==> src/rtl/mem_master.sv <==
// ---------------------------------------------------------------------------
// mem_master
//
// Bus initiator between the CPU load/store stage and a `mem` responder.
// Accepts one byte or 16-bit word load/store at a time and issues the
// matching memory transactions. Load data is lane-extracted and sign/zero
// extended. A per-transaction timeout aborts a transaction whose responder
// never answers.
//
// Optional feature macro: MEM_MASTER_MISALIGN_EN
//   defined   : misaligned (odd address) word accesses are split into two
//               byte-lane transactions separated by a one-cycle gap.
//   undefined : misaligned word accesses are rejected with done+err one
//               cycle after acceptance and no memory transaction.
//
// Parameters
//   TIMEOUT    cycles mem_vaild may stay high without mem_ready (1..65535)
//
// Ports
//   clk, rst_n            clock (rising edge), async active-low reset
//   req                   request, accepted on an edge while idle
//   req_we                1 = store, 0 = load
//   req_byte              1 = byte access, 0 = 16-bit word access
//   req_sext              byte loads: 1 = sign-extend, 0 = zero-extend
//   req_addr[15:0]        byte address
//   req_wdata[15:0]       store data (byte stores use [7:0])
//   busy                  high from the cycle after acceptance until done
//   done                  one-cycle completion pulse
//   err                   with done: timeout or rejected access
//   rdata[15:0]           load result, updated only on a successful load
//   mem_vaild, mem_wstrb[1:0], mem_addr[15:0], mem_din[15:0]
//                         request to memory (wstrb 00 rd, 01 byte wr, 10 word wr)
//   mem_dout[15:0], mem_ready
//                         response from memory
// ---------------------------------------------------------------------------
module mem_master #(
    parameter int TIMEOUT = 255
) (
    input  logic        clk,
    input  logic        rst_n,
    input  logic        req,
    input  logic        req_we,
    input  logic        req_byte,
    input  logic        req_sext,
    input  logic [15:0] req_addr,
    input  logic [15:0] req_wdata,
    output logic        busy,
    output logic        done,
    output logic        err,
    output logic [15:0] rdata,
    output logic        mem_vaild,
    output logic [1:0]  mem_wstrb,
    output logic [15:0] mem_addr,
    output logic [15:0] mem_din,
    input  logic [15:0] mem_dout,
    input  logic        mem_ready
);

    localparam logic [15:0] TIMEOUT_LIMIT = 16'(TIMEOUT);

    typedef enum logic [2:0] {
        IDLE,
        REQ1,
`ifdef MEM_MASTER_MISALIGN_EN
        GAP,
        REQ2,
`endif
        DONE
    } state_t;

    state_t      state_reg, state_next;
    logic [15:0] cnt_reg, cnt_next;

    // Request attributes captured at acceptance
    logic        byte_reg;
    logic        sext_reg;
    logic        lane_reg;
`ifdef MEM_MASTER_MISALIGN_EN
    logic        split_reg;
    logic        we_reg;
    logic [15:0] addr_reg;
    logic [7:0]  wdata_hi_reg;
    logic [7:0]  d1_reg, d1_next;
`endif

    // Next values of the registered outputs
    logic        busy_next, done_next, err_next, vaild_next;
    logic [15:0] rdata_next, addr_next, din_next;
    logic [1:0]  wstrb_next;

    logic        accept;
    logic        mis_req;
    logic        timeout_hit;
    logic [7:0]  byte_lane;

    assign accept      = (state_reg == IDLE) && req;
    assign mis_req     = !req_byte && req_addr[0];
    // Abort on the edge that would bring the stall count up to TIMEOUT, so
    // mem_vaild is high for exactly TIMEOUT cycles when ready never comes.
    assign timeout_hit = (cnt_reg + 16'd1) >= TIMEOUT_LIMIT;
    assign byte_lane   = lane_reg ? mem_dout[15:8] : mem_dout[7:0];

    // ------------------------------------------------------------------
    // Request capture
    // ------------------------------------------------------------------
    always_ff @(posedge clk or negedge rst_n) begin
        if (!rst_n) begin
            byte_reg     <= 1'b0;
            sext_reg     <= 1'b0;
            lane_reg     <= 1'b0;
`ifdef MEM_MASTER_MISALIGN_EN
            split_reg    <= 1'b0;
            we_reg       <= 1'b0;
            addr_reg     <= 16'h0000;
            wdata_hi_reg <= 8'h00;
`endif
        end else if (accept) begin
            byte_reg     <= req_byte;
            sext_reg     <= req_sext;
            lane_reg     <= req_addr[0];
`ifdef MEM_MASTER_MISALIGN_EN
            split_reg    <= mis_req;
            we_reg       <= req_we;
            addr_reg     <= req_addr;
            wdata_hi_reg <= req_wdata[15:8];
`endif
        end
    end

    // ------------------------------------------------------------------
    // FSM state and registered outputs
    // ------------------------------------------------------------------
    always_ff @(posedge clk or negedge rst_n) begin
        if (!rst_n) begin
            state_reg <= IDLE;
            cnt_reg   <= 16'h0000;
            busy      <= 1'b0;
            done      <= 1'b0;
            err       <= 1'b0;
            rdata     <= 16'h0000;
            mem_vaild <= 1'b0;
            mem_wstrb <= 2'b00;
            mem_addr  <= 16'h0000;
            mem_din   <= 16'h0000;
`ifdef MEM_MASTER_MISALIGN_EN
            d1_reg    <= 8'h00;
`endif
        end else begin
            state_reg <= state_next;
            cnt_reg   <= cnt_next;
            busy      <= busy_next;
            done      <= done_next;
            err       <= err_next;
            rdata     <= rdata_next;
            mem_vaild <= vaild_next;
            mem_wstrb <= wstrb_next;
            mem_addr  <= addr_next;
            mem_din   <= din_next;
`ifdef MEM_MASTER_MISALIGN_EN
            d1_reg    <= d1_next;
`endif
        end
    end

    // ------------------------------------------------------------------
    // Next-state and next-output logic
    // ------------------------------------------------------------------
    always_comb begin
        state_next = state_reg;
        cnt_next   = cnt_reg;
        busy_next  = busy;
        done_next  = 1'b0;
        err_next   = 1'b0;
        rdata_next = rdata;
        vaild_next = mem_vaild;
        wstrb_next = mem_wstrb;
        addr_next  = mem_addr;
        din_next   = mem_din;
`ifdef MEM_MASTER_MISALIGN_EN
        d1_next    = d1_reg;
`endif

        case (state_reg)
            IDLE: begin
                busy_next  = 1'b0;
                vaild_next = 1'b0;
                if (req) begin
                    busy_next = 1'b1;
`ifndef MEM_MASTER_MISALIGN_EN
                    if (mis_req) begin
                        state_next = DONE;
                        done_next  = 1'b1;
                        err_next   = 1'b1;
                    end else
`endif
                    begin
                        state_next = REQ1;
                        vaild_next = 1'b1;
                        cnt_next   = 16'h0000;
                        // Reads always address the aligned word; writes
                        // carry the exact byte address.
                        addr_next  = req_we ? req_addr : {req_addr[15:1], 1'b0};
                        if (!req_we) begin
                            wstrb_next = 2'b00;
                            din_next   = 16'h0000;
                        end else if (req_byte || mis_req) begin
                            wstrb_next = 2'b01;
                            din_next   = {8'h00, req_wdata[7:0]};
                        end else begin
                            wstrb_next = 2'b10;
                            din_next   = req_wdata;
                        end
                    end
                end
            end

            REQ1: begin
                if (mem_ready) begin
                    vaild_next = 1'b0;
`ifdef MEM_MASTER_MISALIGN_EN
                    if (split_reg) begin
                        state_next = GAP;
                        d1_next    = mem_dout[15:8];
                    end else
`endif
                    begin
                        state_next = DONE;
                        done_next  = 1'b1;
                        if (mem_wstrb == 2'b00) begin
                            rdata_next = byte_reg
                                ? {{8{sext_reg & byte_lane[7]}}, byte_lane}
                                : mem_dout;
                        end
                    end
                end else if (timeout_hit) begin
                    vaild_next = 1'b0;
                    state_next = DONE;
                    done_next  = 1'b1;
                    err_next   = 1'b1;
                end else begin
                    cnt_next = cnt_reg + 16'd1;
                end
            end

`ifdef MEM_MASTER_MISALIGN_EN
            GAP: begin
                state_next = REQ2;
                vaild_next = 1'b1;
                cnt_next   = 16'h0000;
                // Odd A plus one is the next aligned word / upper byte;
                // wraps from 0xFFFF to 0x0000.
                addr_next  = addr_reg + 16'd1;
                if (we_reg) begin
                    wstrb_next = 2'b01;
                    din_next   = {8'h00, wdata_hi_reg};
                end else begin
                    wstrb_next = 2'b00;
                    din_next   = 16'h0000;
                end
            end

            REQ2: begin
                if (mem_ready) begin
                    vaild_next = 1'b0;
                    state_next = DONE;
                    done_next  = 1'b1;
                    if (!we_reg) begin
                        rdata_next = {mem_dout[7:0], d1_reg};
                    end
                end else if (timeout_hit) begin
                    vaild_next = 1'b0;
                    state_next = DONE;
                    done_next  = 1'b1;
                    err_next   = 1'b1;
                end else begin
                    cnt_next = cnt_reg + 16'd1;
                end
            end
`endif

            DONE: begin
                state_next = IDLE;
                busy_next  = 1'b0;
            end

            default: begin
                state_next = IDLE;
                busy_next  = 1'b0;
                vaild_next = 1'b0;
            end
        endcase
    end

endmodule
==> config.mk <==
export PLATFORM = sky130hd
export DESIGN_NAME = mem_master
export DESIGN_NICKNAME = d
export VERILOG_FILES = /design/src/rtl/mem_master.sv
export SDC_FILE = /design/constraint.sdc
export NUM_CORES = 1
export LEC_CHECK = 0
export ABC_AREA = 1
export BUFFER_PORTS_ARGS = -buffer_cell sky130_fd_sc_hd__buf_2
export CAP_MARGIN = 20
export CELL_PAD_IN_SITES_DETAIL_PLACEMENT = 0
export CELL_PAD_IN_SITES_GLOBAL_PLACEMENT = 1
export CORE_UTILIZATION = 30
export CTS_BUF_LIST = sky130_fd_sc_hd__clkbuf_4 sky130_fd_sc_hd__clkbuf_8
export CTS_CLUSTER_DIAMETER = 200
export DETAILED_ROUTE_END_ITERATION = 10
export PLACE_DENSITY_LB_ADDON = 0.12
export SLEW_MARGIN = 15
export SYNTH_ARGS = -nofsm -noshare
export SYNTH_HDL_FRONTEND = slang
export SYNTH_SLANG_ARGS = --single-unit
==> constraint.sdc <==
create_clock -name clk -period 3 [get_ports clk]
set_input_delay 0.3 -clock clk [delete_from_list [all_inputs] [get_ports clk]]
set_output_delay 0.3 -clock clk [all_outputs]
set_load 0.01 [all_outputs]
==> flow_metrics.py <==
metrics = {
    "synth": {
        "ys_ff_latch": 75,
        "async_flop_share_pct": 100,
        "synth.distinct_cells": 24,
        "synth_top_area_share_pct": 54.3,
        "synth_top_area_cell": "dfrtp_1",
        "syn_area_per_cell_sq_um": 7.97,
        "synth-edff-count": 0,
        "synth_ff_type": "dfrtp_1",
        "yosysWarnings": 0,
        "netlist_top_cells_count": "nand2_1, dfrtp_1, nor2_1",
        "yosys.cell_count.top_type": "nand2_1",
        "syn-cell-area_sq_um": 3460,
        "synth_area_leaders": "dfrtp_1, nand2_1, nor2_1, nand3_1, inv_1",
        "synthCells": 434,
        "ys_seq_area_share_pct": 54.3,
        "syn_nets": 491,
    },
    "critical_path": {
        "cpMaxStageDelayCell": "dfrtp_1",
        "path_buf_inv": 1,
        "critPathTopFamily": "simple AND/OR/NAND/NOR gates",
        "r2r-start": "cnt_reg[0]",
        "worst-path-max-fanout": 17,
        "rr_worst_depth": 13,
        "worstSetupPathType": "flip-flop to flip-flop",
        "worstPathCellList": "ha_1, nand2_1, nor2_2, nand3_1, nand2_1, nand2_1, inv_1, nand2_1, nor2_2, nand3_4, nand2_4, nand2_1, nand2_1",
        "endpoint_kind": "flip-flop",
        "max_stage_delay_ns": 0.42,
        "cp.arrival_ns": 2.45,
        "crit_required_ns": 3.27,
        "rrSetupSlack_ns": 0.82,
        "crit_path_start_kind": "flip-flop",
        "timing.rr.end": "cnt_reg[4]",
        "crit_path_frequent_cell": "nand2_1",
    },
    "pwr": {
        "p_sw_w": 0.00131,
        "p_comb_share_pct": 31.9,
        "p_clk_share_pct": 24.0,
        "power.internal_w": 0.00229,
        "leakagePower_nw": 2.29,
        "seqPwrFrac_pct": 44.1,
        "ir_worst_vdd_mv": 0.313,
        "powerDensity_nw_per_um2": 825,
        "switching_share_pct": 36.3,
    },
    "clock_network": {
        "cts.sink_count": 75,
        "numCtsBuffers": 9,
        "clockRootBuffer": "clkbuf_8",
        "cts_hold_buffers": 0,
        "cts.clk_slew.worst_paths_ns": 0.08,
        "clk_latency_ns": 0.34,
        "h-tree-depth": 3,
        "post-cts-setup-buffer-count": 0,
        "clock_path_buffers": 2,
        "cts_resized": 0,
        "cts_tree": "built",
    },
    "place": {
        "portBuffers": 108,
        "gp_congestion": 0.771,
        "dp_hpwl_microns": 6250,
    },
    "sta": {
        "holdWs_ns": 0.0866,
        "fin_crit_sh_pct": 72.7,
        "tightest_slew_ns": 0.970,
        "rsz0062_at_grt": "no",
        "slew_headroom_pct": 35.3,
        "fin_crit_ns": 2.18,
        "skew_ns": 0.0107,
        "final-hold-violation-count": 0,
        "clock.fmax_mhz": 458,
        "setup_tns_ns": 0,
        "finalSetupViolations": 0,
        "final_max_slew_viol_count": 0,
    },
    "drt": {
        "drc": 0,
        "detail_route.first_pass.iterations": 4,
        "vias": 3138,
        "wl_per_cell_microns": 12.8,
        "wirelength_microns": 8790,
        "drtIter0Drc": 143,
        "ant_nets": 0,
        "viasPerCell": 4.57,
    },
    "floorplanning": {
        "core_area_sq_um": 11000,
        "pin_count": 109,
        "die_w_microns": 109,
        "die_area_sq_um": 12000,
        "initial_core_util_pct": 31.3,
        "fp.dieH_microns": 109,
        "num_rows": 38,
    },
    "global_routing": {
        "grt_pass1_wl_microns": 14400,
        "gr-total-overflow": 0,
        "track_usage_pct": 15.8,
        "antenna_found_initial": 0,
        "grt_pass1_vias": 2995,
        "grt_max_degree": 76,
    },
    "finish": {
        "num_antenna_cells": 0,
        "final_layout_size_suffix_gt1_share_pct": 25.5,
        "final_nets": 599,
        "area_delta_synth_final_pct": 26.1,
        "nFillCells": 1214,
        "regArea_sq_um": 1880,
        "multi_input_area_sq_um": 1400,
    },
    "job": {
        "drv_cap": 0,
    },
    "worst_hold_path": {
        "worstHoldPathType": "input pin to asynchronous set/reset pin",
    },
    "outcome": {
        "status": "finished, final reports clean",
    },
}
-- placed cells by master (no fill, tap or decap) --
master,count
nand2_1,161
buf_2,107
dfrtp_1,75
nor2_1,50
inv_1,33
nand3_1,32
o21ai_0,23
a31oi_1,16
clkbuf_8,9
nand4_1,6
nand2_2,4
nor2_2,4
a21oi_1,3
buf_4,3
nor2_4,2
clkinv_1,2
ha_1,2
clkinv_4,2
bufinv_16,2
xor2_1,1
nand3b_1,1
o21ai_4,1
o31ai_1,1
nor3_2,1
nand3_4,1
nand2_4,1
nor3_1,1
clkbuf_4,1
inv_6,1
-- cell families (layout without fill, tap and decap cells) --
kind of cell             after synthesis  count (layout)  share of synthesized area [%]
buffers and inverters                 48             160                           5.54
adder cells (fa/ha/maj)                2               2                          0.724
XOR/XNOR                               1               1                          0.253
flip-flops                            75              75                           54.3
AO/OA/AOI/OAI                         44              44                           7.13
AND/OR/NAND/NOR                      264             264                           32.1
-- layout make-up --
| class | instances | area share [%] |
|---|---|---|
| timing repair buffer | 110 | 12.8 |
| multi-input combinational | 311 | 32.1 |
| sequential | 75 | 43.0 |
| tap | 140 | 4.02 |
| clock buffer | 10 | 3.01 |
| clock inverter | 5 | 1.98 |
| inverter | 35 | 3.01 |
-- through the flow --
| stage | utilization, % | total power (W) | worst slack, ns | area, sq um | cells |
|---|---|---|---|---|---|
| detailed placement | 37.6 | 0.00278 | 0.822 | 4140 | 671 |
| CTS | 39.5 | 0.00367 | 0.788 | 4360 | 686 |
| finish | 39.5 | 0.00360 | 0.818 | 4360 | 686 |
| global placement | 37.6 | 0.00276 | 0.850 | 4140 | 671 |
| floorplan | - | 0.00225 | 1.19 | 3460 | 434 |
| global route | 39.5 | 0.00391 | 0.501 | 4360 | 686 |
-- power by group through the flow --
stage / Clock, W / Combinational, W / Sequential, W
after floorplan: 0 / 0.000541 / 0.00171
after global placement: 0 / 0.00117 / 0.00160
after detailed placement: 0 / 0.00118 / 0.00161
after CTS: 0.000899 / 0.00118 / 0.00159
after global routing: 0.000937 / 0.00133 / 0.00164
final: 0.000865 / 0.00115 / 0.00159
-- metal layers --
metal	global-route usage, %	part of all wire (%)	vias up
li1	-	-	1592
met1	20.4	46	1435
met2	24.1	44	99
met3	6.34	8.1	12
met4	5.24	1.8	0
met5	0	0	-
-- how the worst max path moves through the flow --
stage                from     endpoint  slack [ns]  cells past startpoint
2_1_floorplan  cnt_reg[1]  cnt_reg[13]        1.19                     13
3_3_place_gp   cnt_reg[0]   cnt_reg[4]        0.85                     13
3_5_place_dp   cnt_reg[0]   cnt_reg[0]        0.82                     13
4_1_cts        cnt_reg[0]   cnt_reg[4]        0.79                     13
5_1_grt        cnt_reg[1]   cnt_reg[4]        0.50                     13
6_report       cnt_reg[0]   cnt_reg[4]        0.82                     13
No activity file was read; power rests on OpenSTA's default activity.
